===== src/rtl/adder8b_pkg.sv =====
// ---------------------------------------------------------------------------
// adder8b_pkg
//   Shared constants and vector types for the 8-bit ripple-carry adder.
//   ADDER_WIDTH : operand width in bits
//   operand_t   : one operand vector (ADDER_WIDTH bits)
//   sum_t       : full sum vector including carry-out (ADDER_WIDTH+1 bits)
// ---------------------------------------------------------------------------
package adder8b_pkg;

    localparam int ADDER_WIDTH = 8;

    typedef logic [ADDER_WIDTH-1:0] operand_t;
    typedef logic [ADDER_WIDTH:0]   sum_t;

endpackage : adder8b_pkg


===== src/rtl/adder8b_full_adder.sv =====
// ---------------------------------------------------------------------------
// full_adder
//   Single-bit full-adder cell, the building block of the ripple chain.
//   Ports:
//     a, b  : operand bits
//     cin   : carry in from the next-lower cell
//     s     : sum bit
//     cout  : carry out to the next-higher cell
// ---------------------------------------------------------------------------
module full_adder (
    input  logic a,
    input  logic b,
    input  logic cin,
    output logic s,
    output logic cout
);

    // Sum is the parity of the three inputs; carry is their majority vote.
    assign s    = a ^ b ^ cin;
    assign cout = (a & b) | (a & cin) | (b & cin);

endmodule : full_adder


===== src/rtl/adder8b.sv =====
// ---------------------------------------------------------------------------
// adder8b
//   Unsigned WIDTH-bit adder built as a structural ripple-carry chain of
//   full_adder cells. Offers the sum combinationally (S) and as a one-cycle
//   registered copy (S_q) for pipelined datapaths.
//   Ports:
//     clk   : rising-edge clock for S_q
//     rst_n : asynchronous active-low reset, clears S_q only
//     A, B  : unsigned operands (WIDTH bits)
//     S     : combinational sum, S[WIDTH] is the carry-out
//     S_q   : registered copy of S, one cycle latency, no enable
// ---------------------------------------------------------------------------
module adder8b
    import adder8b_pkg::*;
#(
    parameter int WIDTH = ADDER_WIDTH
) (
    input  logic             clk,
    input  logic             rst_n,
    input  logic [WIDTH-1:0] A,
    input  logic [WIDTH-1:0] B,
    output logic [WIDTH:0]   S,
    output logic [WIDTH:0]   S_q
);

    // carry[i] is the carry into cell i; carry[WIDTH] is the final carry-out.
    logic [WIDTH:0]   carry;
    logic [WIDTH-1:0] sum_bits;

    // The chain starts with no incoming carry.
    assign carry[0] = 1'b0;

    // One full-adder cell per bit, each feeding its carry to the next cell up.
    for (genvar i = 0; i < WIDTH; i++) begin : g_ripple
        full_adder u_fa (
            .a    (A[i]),
            .b    (B[i]),
            .cin  (carry[i]),
            .s    (sum_bits[i]),
            .cout (carry[i+1])
        );
    end

    // The top cell's carry-out becomes the extra sum bit, so no overflow is lost.
    assign S = {carry[WIDTH], sum_bits};

    // Output register: cleared as soon as reset asserts, otherwise samples the
    // combinational sum on every rising edge. The combinational S is untouched
    // by reset.
    always_ff @(posedge clk or negedge rst_n) begin
        if (!rst_n) begin
            S_q <= '0;
        end else begin
            S_q <= S;
        end
    end

endmodule : adder8b


===== config.mk =====
export PLATFORM = sky130hd
export DESIGN_NAME = adder8b
export DESIGN_NICKNAME = d
export VERILOG_FILES = /design/src/rtl/adder8b_pkg.sv /design/src/rtl/adder8b_full_adder.sv /design/src/rtl/adder8b.sv
export SDC_FILE = /design/constraint.sdc
export NUM_CORES = 1
export LEC_CHECK = 0
export CORE_MARGIN = 2
export CORE_UTILIZATION = 31
export DETAILED_ROUTE_END_ITERATION = 8
export PLACE_DENSITY_LB_ADDON = 0.2
export SLEW_MARGIN = 20
export SYNTH_ARGS = -nofsm -noshare
export SYNTH_HDL_FRONTEND = slang
export SYNTH_SLANG_ARGS = --single-unit

===== constraint.sdc =====
create_clock -name clk -period 6.55 [get_ports clk]
set_clock_uncertainty 0.1 [all_clocks]
set_input_delay 1.31 -clock clk [delete_from_list [all_inputs] [get_ports clk]]
set_output_delay 1.31 -clock clk [all_outputs]
set_load 0.01 [all_outputs]

==> results.cfg, run 1 <==
[cells_and_area]
area_growth_pct = 71.70
fin_cells = 77
largest_reg_flops = 9
multi_input_area_um2 = 155.1
top_register = S_q
diodes = 0
drive_above_1_share_pct = 9.677
reg_top3 = S_q x9
register_area_um2 = 225.2
fin_nets = 89
fillCellCount = 115

[setup_path]
cp-end-kind = output pin
cp_max_fo = 2
path_cells = clkdlybuf4s50_1 -> ha_1 -> fa_1 -> fa_1 -> fa_1 -> fa_1 -> fa_2 -> fa_1 -> inv_1 -> fa_1 -> inv_1 -> clkdlybuf4s50_1
cp_slowest_stage_delay_ns = 0.47
crit_path_frequent_cell = fa_1
crit_path_top_delay_cell = clkdlybuf4s50_1
critPathKind = in2out
cp.arrival_ns = 4.97
start_kind = primary input
crit_required_ns = 5.14

[yosys]
syn_area_um2 = 464.2
synth_edf_count = 0
synth_top_area_share_pct = 48.52
syn_inst = 31
synth_warnings = 0
yosys.area.top_type = dfrtp_1
ys_seq_area_share_pct = 48.52
synth.area.top_cells = dfrtp_1, fa_1, buf_4
synthFlopType = dfrtp_1
synth_cell_types = 5
syn-num-nets = 57
synthTopCellsByCount = buf_4, dfrtp_1, fa_1, inv_1, ha_1
avgSynthCellArea_um2 = 14.97
async_flop_share_pct = 100.0
synth_seq_cells = 9

[floorplan]
die_height_um = 42.70
rows = 13
die-area_um2 = 1823
core_um2 = 1350
die_width_um = 42.70
pin_count = 36
initial_utilization_pct = 34.38

[global_routing]
antenna_found_initial = 0
track_usage_pct = 11.34
grt_pass1_vias = 341
grt_overflow_total = 0
grt_max_degree = 10
grt_pass1_wl_um = 1490

[cts]
postCtsSetupRepairBufs = 0
h-tree-depth = 1
clk_pin_slew_worst_paths_ns = 0.06
cts_made_buffers = 3
cts_num_sinks = 9
cts_max_path_buffers = 2
cts_tree = yes
root_buffer = clkbuf_4

[drt]
drc = 0
wire_per_inst_um = 10.35
vias_per_cell = 3.844
postRouteAntennaNets = 0
wl_um = 797
drt_pass1_iterations = 1
drt-initial-drc-count = 0
vias = 296

[pwr]
finalPower_mw = 0.1816
p_leak_nw = 0.3479
p_int_mw = 0.1349
comb_power_share_pct = 40.9
swShare_pct = 25.70
power.clock.fraction_pct = 22.1
switching_power_mw = 0.04667
ir_drop_uv = 113.1
pwr-share-seq_pct = 37.0
p_per_area_nw_per_um2 = 227.9

[place]
dp_cells = 73
hpwl_um = 747.7
dp_slack_ns = -0.2269
portBuffers = 35
place_congestion = 0.7137

[timing]
period_share_pct = 97.41
hold_viol_final = 0
worst_pin_slew_ns = 0.3754
holdWs_ns = 1.243
setup_viol = 0
worst_slack_ns = 0.1695
slew-limit-headroom_pct = 74.89
tns_ns = 0
drv_slew = 0
fmax_mhz = 156.7
fin_crit_ns = 6.380
rsz0062_at_grt = false

[outcome]
status = finished, final reports clean

[flow_run]
drv_cap = 0

[min_path]
hold_path.class = in2async
==> metal layers <==
layer | routed length, µm | global-route usage [%]
met1 | 276 | 12.88
met2 | 441 | 18.48
met3 | 79 | 2.979
met4 | 0 | 7.500
met5 | 0 | 0
==> kinds of logic (layout without fill, tap and decap cells) <==
logic type | count (synthesis) | after routing | share of synthesized area [%]
adder cells (fa/ha/maj) | 8 | 8 | 32.88
flip-flops | 9 | 9 | 48.52
buffers and inverters | 14 | 45 | 18.60
==> power groups by stage <==
stage	logic (mW)	clock network (mW)	registers, mW
after floorplan	0.0294	0	0.0737
after global placement	0.0755	0	0.0683
after detailed placement	0.0767	0	0.0686
after CTS	0.0758	0.0420	0.0675
after global routing	0.0805	0.0477	0.0680
final	0.0743	0.0401	0.0673
==> layout make-up <==
class | instances | share of cell area [%]
inverters | 5 | 2.355
multi-input cells | 8 | 19.47
clock buffers | 4 | 3.297
well taps | 15 | 2.355
flip-flops and latches | 9 | 28.26
repair buffers | 36 | 44.27
==> through the flow <==
stage | cell area, µm² | util [%]
final | 797.0 | 59.04
after global routing | 797.0 | 59.04
after detailed placement | 773.2 | 57.28
after CTS | 798.3 | 59.13
after floorplan | 464.2 | -
after global placement | 773.2 | 57.28
==> worst max-delay path: cells and delay by family <==
family | cells | cell delay (ns)
buffers and inverters | 4 | 1.00
adders and majority gates | 8 | 2.66
==> path summary, 6_finish.rpt <==
| path | startpoint | endpoint | slack [ns] | cells past startpoint |
|---|---|---|---|---|
| worst min-delay path | rst_n | S_q[7]$_DFF_PN0_ | 1.24 | 1 |
| max in group asynchronous | rst_n | S_q[0]$_DFF_PN0_ | 4.84 | 1 |
| worst max-delay path | A[0] | S[8] | 0.17 | 12 |
| min in group clk | B[0] | S_q[0]$_DFF_PN0_ | 1.59 | 2 |
==> placed cells by master (no fill, tap or decap) <==
cell,instances
dfrtp_1,9
buf_4,1
clkdlybuf4s50_1,34
ha_1,1
inv_1,5
fa_1,6
clkbuf_2,1
fa_2,1
clkbuf_4,3
clkbuf_1,1
==> timing repair <==
action / 4_1_cts / 5_1_grt
endpoints found under the hold margin: 0 / 0
hold buffers: 0 / 0
resized for setup: 1 / 3
endpoints found under the setup margin: 1 / 2
Note: power is estimated with default switching activity, not from simulation.
==> inputs of run 2 (changes only) <==
==> constraint.sdc (replaced) <==
create_clock -name clk -period 6.55 [get_ports clk]
set_clock_uncertainty 0.1 [all_clocks]
set_input_delay 1.31 -clock clk [delete_from_list [all_inputs] [get_ports clk]]
set_output_delay 1.31 -clock clk [all_outputs]
set_load 0.05 [all_outputs]
==> results.cfg, run 2 (same netlist as run 1, synthesis figures left out) <==
[pwr]
p_leak_nw = 0.3554
power.clock.fraction_pct = 16.4
ir_drop_uv = 149.3
p_int_mw = 0.1395
finalPower_mw = 0.2471
switching_power_mw = 0.1076
p_per_area_nw_per_um2 = 306.2
pwr-share-seq_pct = 27.2
swShare_pct = 43.56
comb_power_share_pct = 56.5

[setup_path]
cp.arrival_ns = 4.97
crit_path_frequent_cell = fa_1
path_cells = clkdlybuf4s50_1 -> ha_1 -> fa_1 -> fa_1 -> fa_1 -> fa_1 -> fa_1 -> fa_1 -> inv_1 -> fa_1 -> inv_2 -> buf_12
start_kind = primary input
cp_max_fo = 2
cp_num_buf_inv = 4
crit_path_top_delay_cell = fa_1
cp_slowest_stage_delay_ns = 0.43
cp-end-kind = output pin
crit_required_ns = 5.14
crit_family = adder cells
critPathKind = in2out

[cells_and_area]
reg_top3 = S_q x9
final_cell_mix = clkdlybuf4s50_1, dfrtp_1, fa_1, inv_1, clkbuf_4
fin_area_um2 = 807.0
multi_input_area_um2 = 152.6
drive_above_1_share_pct = 13.11
fin_nets = 88
top_register = S_q
register_area_um2 = 225.2
fin_cells = 76
area_growth_pct = 73.85
fillCellCount = 112
largest_reg_flops = 9
diodes = 0
layout_commonest_cell = clkdlybuf4s50_1
final_core_util_pct = 59.78

[drt]
drt-initial-drc-count = 0
drc = 0
vias = 302
drt_pass1_iterations = 1
wl_um = 796
wire_per_inst_um = 10.47
postRouteAntennaNets = 0
vias_per_cell = 3.974

[outcome]
status = finished, final reports clean

[global_routing]
grt_pass1_vias = 315
track_usage_pct = 10.48
grt_pass1_wl_um = 1317
grt_overflow_total = 0
antenna_found_initial = 0
grt_max_degree = 10

[timing]
fmax_mhz = 156.8
rsz0062_at_grt = false
slew-limit-headroom_pct = 66.12
fin_crit_ns = 6.377
period_share_pct = 97.35
worst_pin_slew_ns = 0.5066
drv_slew = 0
tns_ns = 0
hold_viol_final = 0
setup_viol = 0
worst_slack_ns = 0.1735
holdWs_ns = 1.243

[cts]
cts_max_path_buffers = 2
clk_pin_slew_worst_paths_ns = 0.06
root_buffer = clkbuf_4
h-tree-depth = 1
cts_hold_buf = 0
cts_num_sinks = 9
cts_made_buffers = 3
cts_tree = yes

[flow_run]
drv_cap = 0

[floorplan]
pin_count = 36
initial_utilization_pct = 34.38
die_height_um = 42.70
core_um2 = 1350
die-area_um2 = 1823
die_width_um = 42.70
rows = 13

[place]
dp_cells = 72
hpwl_um = 754.9
portBuffers = 35
place_area_um2 = 780.7
place_congestion = 0.6689
dp_slack_ns = 0.1153

[min_path]
hold_path.class = in2async
## run 2: cell types whose count changed in the layout (fill, tap and decap cells not counted), sizes merged
cell           change
buf                +3
clkbuf             -1
clkdlybuf4s50      -3
## run 2: final timing paths
check / slack [ns] / endpoint / start / cells past startpoint
max: 0.17 / S[7] / A[0] / 12
min: 1.24 / S_q[8]$_DFF_PN0_ / rst_n / 1
max in group asynchronous: 4.84 / S_q[0]$_DFF_PN0_ / rst_n / 1
min in group clk: 1.60 / S_q[0]$_DFF_PN0_ / B[0] / 2
## run 2: what timing repair did
item	CTS	global route
gates resized for setup	0	1
endpoints found under the setup margin	0	1
setup buffers	0	0
## run 2: per-layer routing
metal / wire (µm) / vias to the layer above / GRT usage [%]
met1: 274 / 144 / 10.53
li1: - / 140 / -
met5: 0 / - / 0
met2: 446 / 18 / 16.36
met4: 0 / 0 / 7.500
met3: 74 / 0 / 5.532
## run 2: final cells by class
type | count | share of cell area [%]
multi-input combinational | 8 | 18.91
sequential | 9 | 27.91
inverter | 5 | 2.326
tap | 15 | 2.326
clock buffer | 4 | 3.256
timing repair buffer | 35 | 45.27
## run 2: power groups by stage
stage / sequential (mW) / clock (mW) / combinational (mW)
floorplan: 0.103 / 0 / 0.0599
global placement: 0.0684 / 0 / 0.140
detailed placement: 0.0684 / 0 / 0.140
CTS: 0.0674 / 0.0423 / 0.141
global route: 0.0680 / 0.0452 / 0.146
finish: 0.0672 / 0.0404 / 0.140
==> inputs of run 3 (changes only) <==
--- a/config.mk
+++ b/config.mk
@@ -8,7 +8,7 @@
 export CORE_MARGIN = 2
 export CORE_UTILIZATION = 31
 export DETAILED_ROUTE_END_ITERATION = 8
-export PLACE_DENSITY_LB_ADDON = 0.2
+export PLACE_DENSITY_LB_ADDON = 0.1
 export SLEW_MARGIN = 20
 export SYNTH_ARGS = -nofsm -noshare
 export SYNTH_HDL_FRONTEND = slang
==> results.cfg, run 3 (same netlist as run 1, synthesis figures left out) <==
[floorplan]
core_um2 = 1350
die_height_um = 42.70
pin_count = 36
initial_utilization_pct = 34.38
die_width_um = 42.70
die-area_um2 = 1823
rows = 13

[timing]
period_share_pct = 97.00
setup_viol = 0
rsz0062_at_grt = false
fmax_mhz = 157.4
tns_ns = 0
slew-limit-headroom_pct = 66.35
worst_pin_slew_ns = 0.5032
hold_viol_final = 0
fin_crit_ns = 6.354
drv_slew = 0

[global_routing]
grt_max_degree = 10
grt_overflow_total = 0
grt_pass1_wl_um = 1483
grt_pass1_vias = 341
track_usage_pct = 11.23
antenna_found_initial = 0

[pwr]
comb_power_share_pct = 56.3
p_leak_nw = 0.3545
switching_power_mw = 0.1088
power.clock.fraction_pct = 16.8
swShare_pct = 43.77
ir_drop_uv = 161.2
p_int_mw = 0.1398
p_per_area_nw_per_um2 = 307.0
pwr-share-seq_pct = 27.0

[place]
portBuffers = 35
place_congestion = 0.6813
hpwl_um = 725.5
place_area_um2 = 780.7

[cts]
h-tree-depth = 1
clk_pin_slew_worst_paths_ns = 0.06
root_buffer = clkbuf_4
postCtsSetupRepairBufs = 0
cts_made_buffers = 3
cts_tree = yes
cts_max_path_buffers = 2
cts_num_sinks = 9
cts_hold_buf = 0

[drt]
wl_um = 812
drc = 0
wire_per_inst_um = 10.68
vias = 312
postRouteAntennaNets = 0
drt-initial-drc-count = 3
vias_per_cell = 4.105
drt_pass1_iterations = 2

[cells_and_area]
reg_top3 = S_q x9
drive_above_1_share_pct = 14.75
largest_reg_flops = 9
layout_commonest_cell = clkdlybuf4s50_1
final_cell_mix = clkdlybuf4s50_1, dfrtp_1, fa_1, inv_1, clkbuf_4
area_growth_pct = 74.39
register_area_um2 = 225.2
final_core_util_pct = 59.96
fillCellCount = 116
fin_area_um2 = 809.5
diodes = 0
top_register = S_q
fin_nets = 88
multi_input_area_um2 = 155.1

[setup_path]
crit_required_ns = 5.14
cp_slowest_stage_delay_ns = 0.43
path_cells = clkdlybuf4s50_1 -> ha_1 -> fa_1 -> fa_1 -> fa_1 -> fa_2 -> fa_1 -> fa_1 -> inv_1 -> fa_1 -> inv_2 -> buf_12
critPathKind = in2out
cp_max_fo = 2
crit_path_frequent_cell = fa_1
crit_path_top_delay_cell = fa_1
start_kind = primary input
cp.arrival_ns = 4.94
cp-end-kind = output pin

[outcome]
status = finished, final reports clean

[flow_run]
drv_cap = 0

[min_path]
hold_path.class = in2async
[run 3: cell count changes in the layout (fill, tap and decap cells not counted)]
cell | before | now
fa_2 | 0 | 1
fa_1 | 7 | 6
[run 3: critical path, delay by kind of cell]
| family | cells | cell delay (ns) |
|---|---|---|
| adder cells (fa/ha/maj) | 8 | 2.92 |
| buffers and inverters | 4 | 0.71 |
[run 3: final timing paths]
check,start,endpoint,slack (ns),depth (start not counted)
worst max-delay path,A[0],S[7],0.20,12
worst min-delay path,rst_n,S_q[7]$_DFF_PN0_,1.24,1
max in group asynchronous,rst_n,S_q[6]$_DFF_PN0_,4.83,1
min in group clk,B[0],S_q[0]$_DFF_PN0_,1.59,2
[run 3: power groups by stage]
stage	Sequential [mW]	Clock (mW)	Combinational [mW]
global route	0.0681	0.0480	0.146
global placement	0.0679	0	0.139
CTS	0.0672	0.0440	0.141
finish	0.0670	0.0417	0.140
detailed placement	0.0682	0	0.141
floorplan	0.103	0	0.0599
[run 3: per-layer routing]
layer	wire length, µm	share of wire (%)	up-vias	global-route usage (%)
li1	-	-	141	-
met1	276	34	149	13.35
met2	436	54	20	17.58
met3	82	10	2	2.979
met4	17	2.1	0	7.500
met5	0	0	-	0
[run 3: stage by stage]
step / hold WS [ns] / cells / setup WS (ns) / power (mW)
finish: 1.243 / 76 / 0.1962 / 0.2486
global route: 1.260 / 76 / 0.05037 / 0.2626
CTS: 1.248 / 76 / 0.08356 / 0.2521
detailed placement: 1.532 / 72 / 0.08681 / 0.2089
global placement: 1.526 / 72 / 0.1120 / 0.2073
floorplan: 0.9144 / 31 / 0.6834 / 0.1627
[run 3: area by class of cell]
type	count	area share, %
Inverter	5	2.318
Multi-Input combinational cell	8	19.17
Clock buffer	4	3.246
Tap cell	15	2.318
Sequential cell	9	27.82
Timing Repair Buffer	35	45.13
[run 3: what timing repair did]
action / in CTS / in global routing
hold endpoints to repair: 0 / 0
gates resized for setup: 0 / 2
endpoints found under the setup margin: 0 / 1
==> RTL edit 1: new RTL, settings of run 1 <==
Make the reset (`rst_n`) synchronous in one clocked block. Comments in the files are not updated.
--- a/src/rtl/adder8b.sv
+++ b/src/rtl/adder8b.sv
@@ -49,3 +49,3 @@
     // by reset.
-    always_ff @(posedge clk or negedge rst_n) begin
+    always_ff @(posedge clk) begin
         if (!rst_n) begin
Behaviour: differs if rst_n is asserted again (counterexample within 4 cycles, from zero or initial values and one cycle with rst_n low); with rst_n held inactive, the same outputs for 10 cycles.
==> RTL edit 1 against run 1 <==
First-iteration DRC count is the same; count of clock-buffer cells in the layout is the same; final area grew 2.0%; routed wire length grew 18%; setup slack lost 10 ps; global-route usage grew 0.30 points; sequential share of layout area shrank 6.1 points; hold slack gained 450 ps; sequential cell count is the same; synthesized area grew 3.8%; utilization shrank 4.4 points; sequential power shrank 7.0%; total power shrank 4.0%; critical path type unchanged.
==> RTL edit 1: results (changes against run 1) <==
- Outcome: finished clean
- DR iter-0 viols: 0 (unchanged)
- Dominant synthesized flop cell: dfxtp_1
- Post-synth ARST share: 0% (-100 points)
- Max-slew headroom: 83.2% (+8.3 points)
- TritonCTS Buffers: 3 (unchanged)
- Max stage delay on crit path: 430 ps (-40 ps)
- CTS max path bufs: 2 (unchanged)
- Synth top area cells: dfxtp_1, fa_1, buf_4, and2_1, inv_1
- GRT Util Overall: 11.6% (+0.30 points)
- Synth unique cells: 8 (+3)
- Kind of critical path: primary input to output pin
- Compound-Gate Fraction of Synth Area: 0% (unchanged)
- Arr. time, crit path: 4980 ps (about the same)
- Worst-path fanout max: 2 (unchanged)
- Mean Syn Cell Area: 12.0 sq um (-20%)
- DP Area: 785 sq um (+1.5%)
- P_seq: 0.0000626 W (-7.0%)
- Ratio of cells with drive above 1 in the final layout: 10.0% (+0.32 points)
- Post-synthesis sequential area ratio: 37.4% (-11 points)
- Final #Nets: 97 (+9.0%)
- Maximum ir drop on the vdd rail: 0.0000788 V (-30%)
- Avg WL per Cell: 10.9 um (+5.6%)
- Antenna violations before repair: 0 (unchanged)
- Post-Synth Adder-Cell Area: 31.7% (-1.2 points)
- Net switching power: 0.0000454 W (-2.7%)
- Mux contribution to synthesized area: 0% (unchanged)
- Hold Crit Class: primary input to register
- DR vias: 357 (+21%)
- Net Count, Synth: 66 (+16%)
- Hold WS: 1690 ps (+452 ps)
- Worst slack at placement: -218 ps (+8.54 ps)
- Post-synth top cells: buf_4, dfxtp_1, fa_1
- DR vias/cell: 4.15 (+8.0%)
- H-tree depth: 1 (unchanged)
- Pint: 0.000129 W (-4.4%)
- Largest regs: S_q: 9 flops
- Placed cells: 82 (+12%)
- Slowest stage cell, crit path: fa_1
- Vias in the first global route: 349 (+2.3%)
- Final GP Congestion: 0.700 (-1.9%)
- Post-DP HPWL: 828 um (+11%)
- Critical path startpoint: A[0]
- Global-route wire length before repair: 1.52 mm (+1.9%)
- Clk pwr: 0.0000422 W (+5.2%)
- Leakage: 0.341 nW (-2.1%)
==> RTL edit 1: changes by cell type in the layout (fill, tap and decap cells not counted) <==
cell	delta
and2b_2	+2
and2_1	+6
clkdlybuf4s15_1	+1
buf_4	-1
dfxtp_1	+9
and2_2	+1
clkbuf_2	-1
dfrtp_1	-9
==> RTL edit 1: worst max-delay path by stage <==
stage	to	slack, ps
after floorplan	S[7]	760
after global placement	S[7]	-180
after detailed placement	S[7]	-220
after CTS	S[7]	50
after global routing	S[7]	1
final	S[7]	160
==> RTL edit 1: area by class of cell <==
class	count	area, sq um
fill	139	676
timing repair buffer	35	350
multi-input combinational	17	218
sequential	9	180
clock buffer	4	26.3
tap	16	20.0
inverter	5	18.8
==> RTL edit 1: metal layers <==
metal  routed length (um)  up-vias  global-route usage (%)  share of wire [%]
li1                     -      167                       -                  -
met2                  570       18                    20.9                 61
met3                   62        2                    2.92                6.6
met5                    0        -                       0                  0
met1                  293      170                    11.2                 31
met4                   14        0                    9.09                1.5
==> RTL edit 2: new RTL, settings of run 1 <==
Made on the original files. `ADDER_WIDTH`: 8 -> 12.
--- a/src/rtl/adder8b_pkg.sv
+++ b/src/rtl/adder8b_pkg.sv
@@ -9,3 +9,3 @@
 
-    localparam int ADDER_WIDTH = 8;
+    localparam int ADDER_WIDTH = 12;
 
Interface: changed (resized A, B, S and S_q); port bits go from 36 to 52. The function was not compared with the original's and may differ.
==> RTL edit 2 against run 1 <==
The flow now finishes with violations (setup timing); routed wire length rose by 81%; via count rose by 63%; combinational power rose by 83%; largest cell class unchanged; total power rose by 55%; final cell count rose by 58%; critical path depth rose by 4; largest power group unchanged; first-iteration DRC count rose by 2; critical path type unchanged; setup slack got worse by 670 ps; synthesized area rose by 45%; synthesized cell count rose by 39%; fmax fell by 9.4%; final area rose by 59%; sequential cell count rose by 4.
==> RTL edit 2: results (changes against run 1) <==
- Sw frac: 26.9% (+1.2 points)
- Vias in the first global route: 545 (+60%)
- Post-synth top cells: buf_4, dfrtp_1, fa_1
- Router iterations before antenna repair: 2 (+1)
- Post-synthesis sequential area ratio: 48.2% (-0.28 points)
- Ratio of cells with drive above 1 in the final layout: 36.8% (+27 points)
- CTS max path bufs: 2 (unchanged)
- Final WS setup: -496 ps (-665 ps)
- Final setup viols: 3 (+3)
- Filler cell count: 160 (+39%)
- Pin count of the biggest net entering global routing: 14 (+4)
- Hold Crit Class: primary input to register
- DR iter-0 viols: 2 (+2)
- Synth top area cells: dfrtp_1, fa_1, buf_4, inv_1, ha_1
- Post-DP HPWL: 1.14 mm (+52%)
- Final #Nets: 134 (+51%)
- Synth unique cells: 5 (unchanged)
- TritonCTS Buffers: 3 (unchanged)
- Post-synth ARST share: 100% (unchanged)
- GRT Util Overall: 12.7% (+1.4 points)
- Worst-margin pin slew: 579 ps (+203 ps)
- Failing checks: setup timing
- Largest Register: S_q
- Outcome: finished with violations
- Worst-path fanout max: 2 (unchanged)
- Largest regs: S_q: 13 flops
- Avg WL per Cell: 11.8 um (+14%)
- Leakage: 0.533 nW (+53%)
- Antenna violations before repair: 0 (unchanged)
- Clock root buffer master: clkbuf_4
- Yosys warnings: 0 (unchanged)
- Slew Viols, Final: 0 (unchanged)
- Worst slack at placement: -1330 ps (-1110 ps)
- Dominant synthesized flop cell: dfrtp_1
- N_diodes: 0 (unchanged)
- Clk slew on worst S/H paths: 80 ps (+20 ps)
- H-tree depth: 1 (unchanged)
- Final GP Congestion: 0.620 (-13%)
- Global-route wire length before repair: 2.31 mm (+55%)
- Maximum ir drop on the vdd rail: 0.000115 V (+1.9%)
- Hold WS: 1160 ps (-81.4 ps)
- Net Count, Synth: 81 (+42%)
- Buffers on Ports: 51 (+46%)
- DR vias: 483 (+63%)
## RTL edit 2: repair_timing
| action | in CTS | in global routing |
|---|---|---|
| setup buffers | 10 | 0 |
| hold buffers | 0 | 0 |
| setup endpoints to repair | 5 | 5 |
| pin swaps | 12 | 11 |
| cloned | 0 | 0 |
| gates resized for setup | 34 | 3 |
## RTL edit 2: worst paths after layout
check                       from      to  depth (start not counted)
min in group asynchronous  rst_n  S_q[1]                          1
max in group asynchronous  rst_n  S_q[8]                          1
hold / removal              A[0]  S_q[0]                          2
setup / recovery            B[0]   S[11]                         16
## RTL edit 2: cell families after synthesis
kind of cell	Yosys count	share of synthesized area [%]
buffers and inverters	18	17.3
flip-flops	13	48.2
adder cells (fa/ha/maj)	12	34.5
## RTL edit 2: metal layers
metal	vias to the layer above	part of all wire, %	GRT usage [%]
met2	29	61	25.9
met4	0	1.3	6.76
met3	2	7.1	2.68
met5	-	0	0
met1	236	31	11.3
li1	216	-	-
## RTL edit 2: stage by stage
step | TNS, ps | area, sq um | std cells
after floorplan | -385 | 718 | 43
after global placement | -4080 | 1160 | 108
after detailed placement | -4250 | 1160 | 108
after CTS | -2020 | 1270 | 122
after global routing | -1230 | 1260 | 122
final | -889 | 1260 | 122
## RTL edit 2: critical path: stages
cell   delay [ps]
buf_6         100
ha_4          140
fa_2          340
fa_2          350
fa_2          350
fa_2          340
fa_2          340
fa_2          340
fa_2          340
fa_2          340
fa_2          340
fa_2          340
inv_2          60
fa_2          420
inv_2          70
buf_6          90
## RTL edit 2: layout make-up
cell class                 instances  share of cell area, %
clock buffer                       4                   2.08
inverter                           5                   1.49
multi-input combinational         12                   21.6
sequential                        13                   25.7
tap                               27                   2.67
timing repair buffer              61                   46.4
## RTL edit 2: power by group through the flow
stage	Clock (W)	Sequential [W]	Combinational, W
CTS	0.0000504	0.0000981	0.000137
global placement	0	0.0000991	0.000117
floorplan	0	0.000108	0.0000485
detailed placement	0	0.0000996	0.000119
finish	0.0000470	0.0000979	0.000136
global route	0.0000561	0.0000993	0.000148
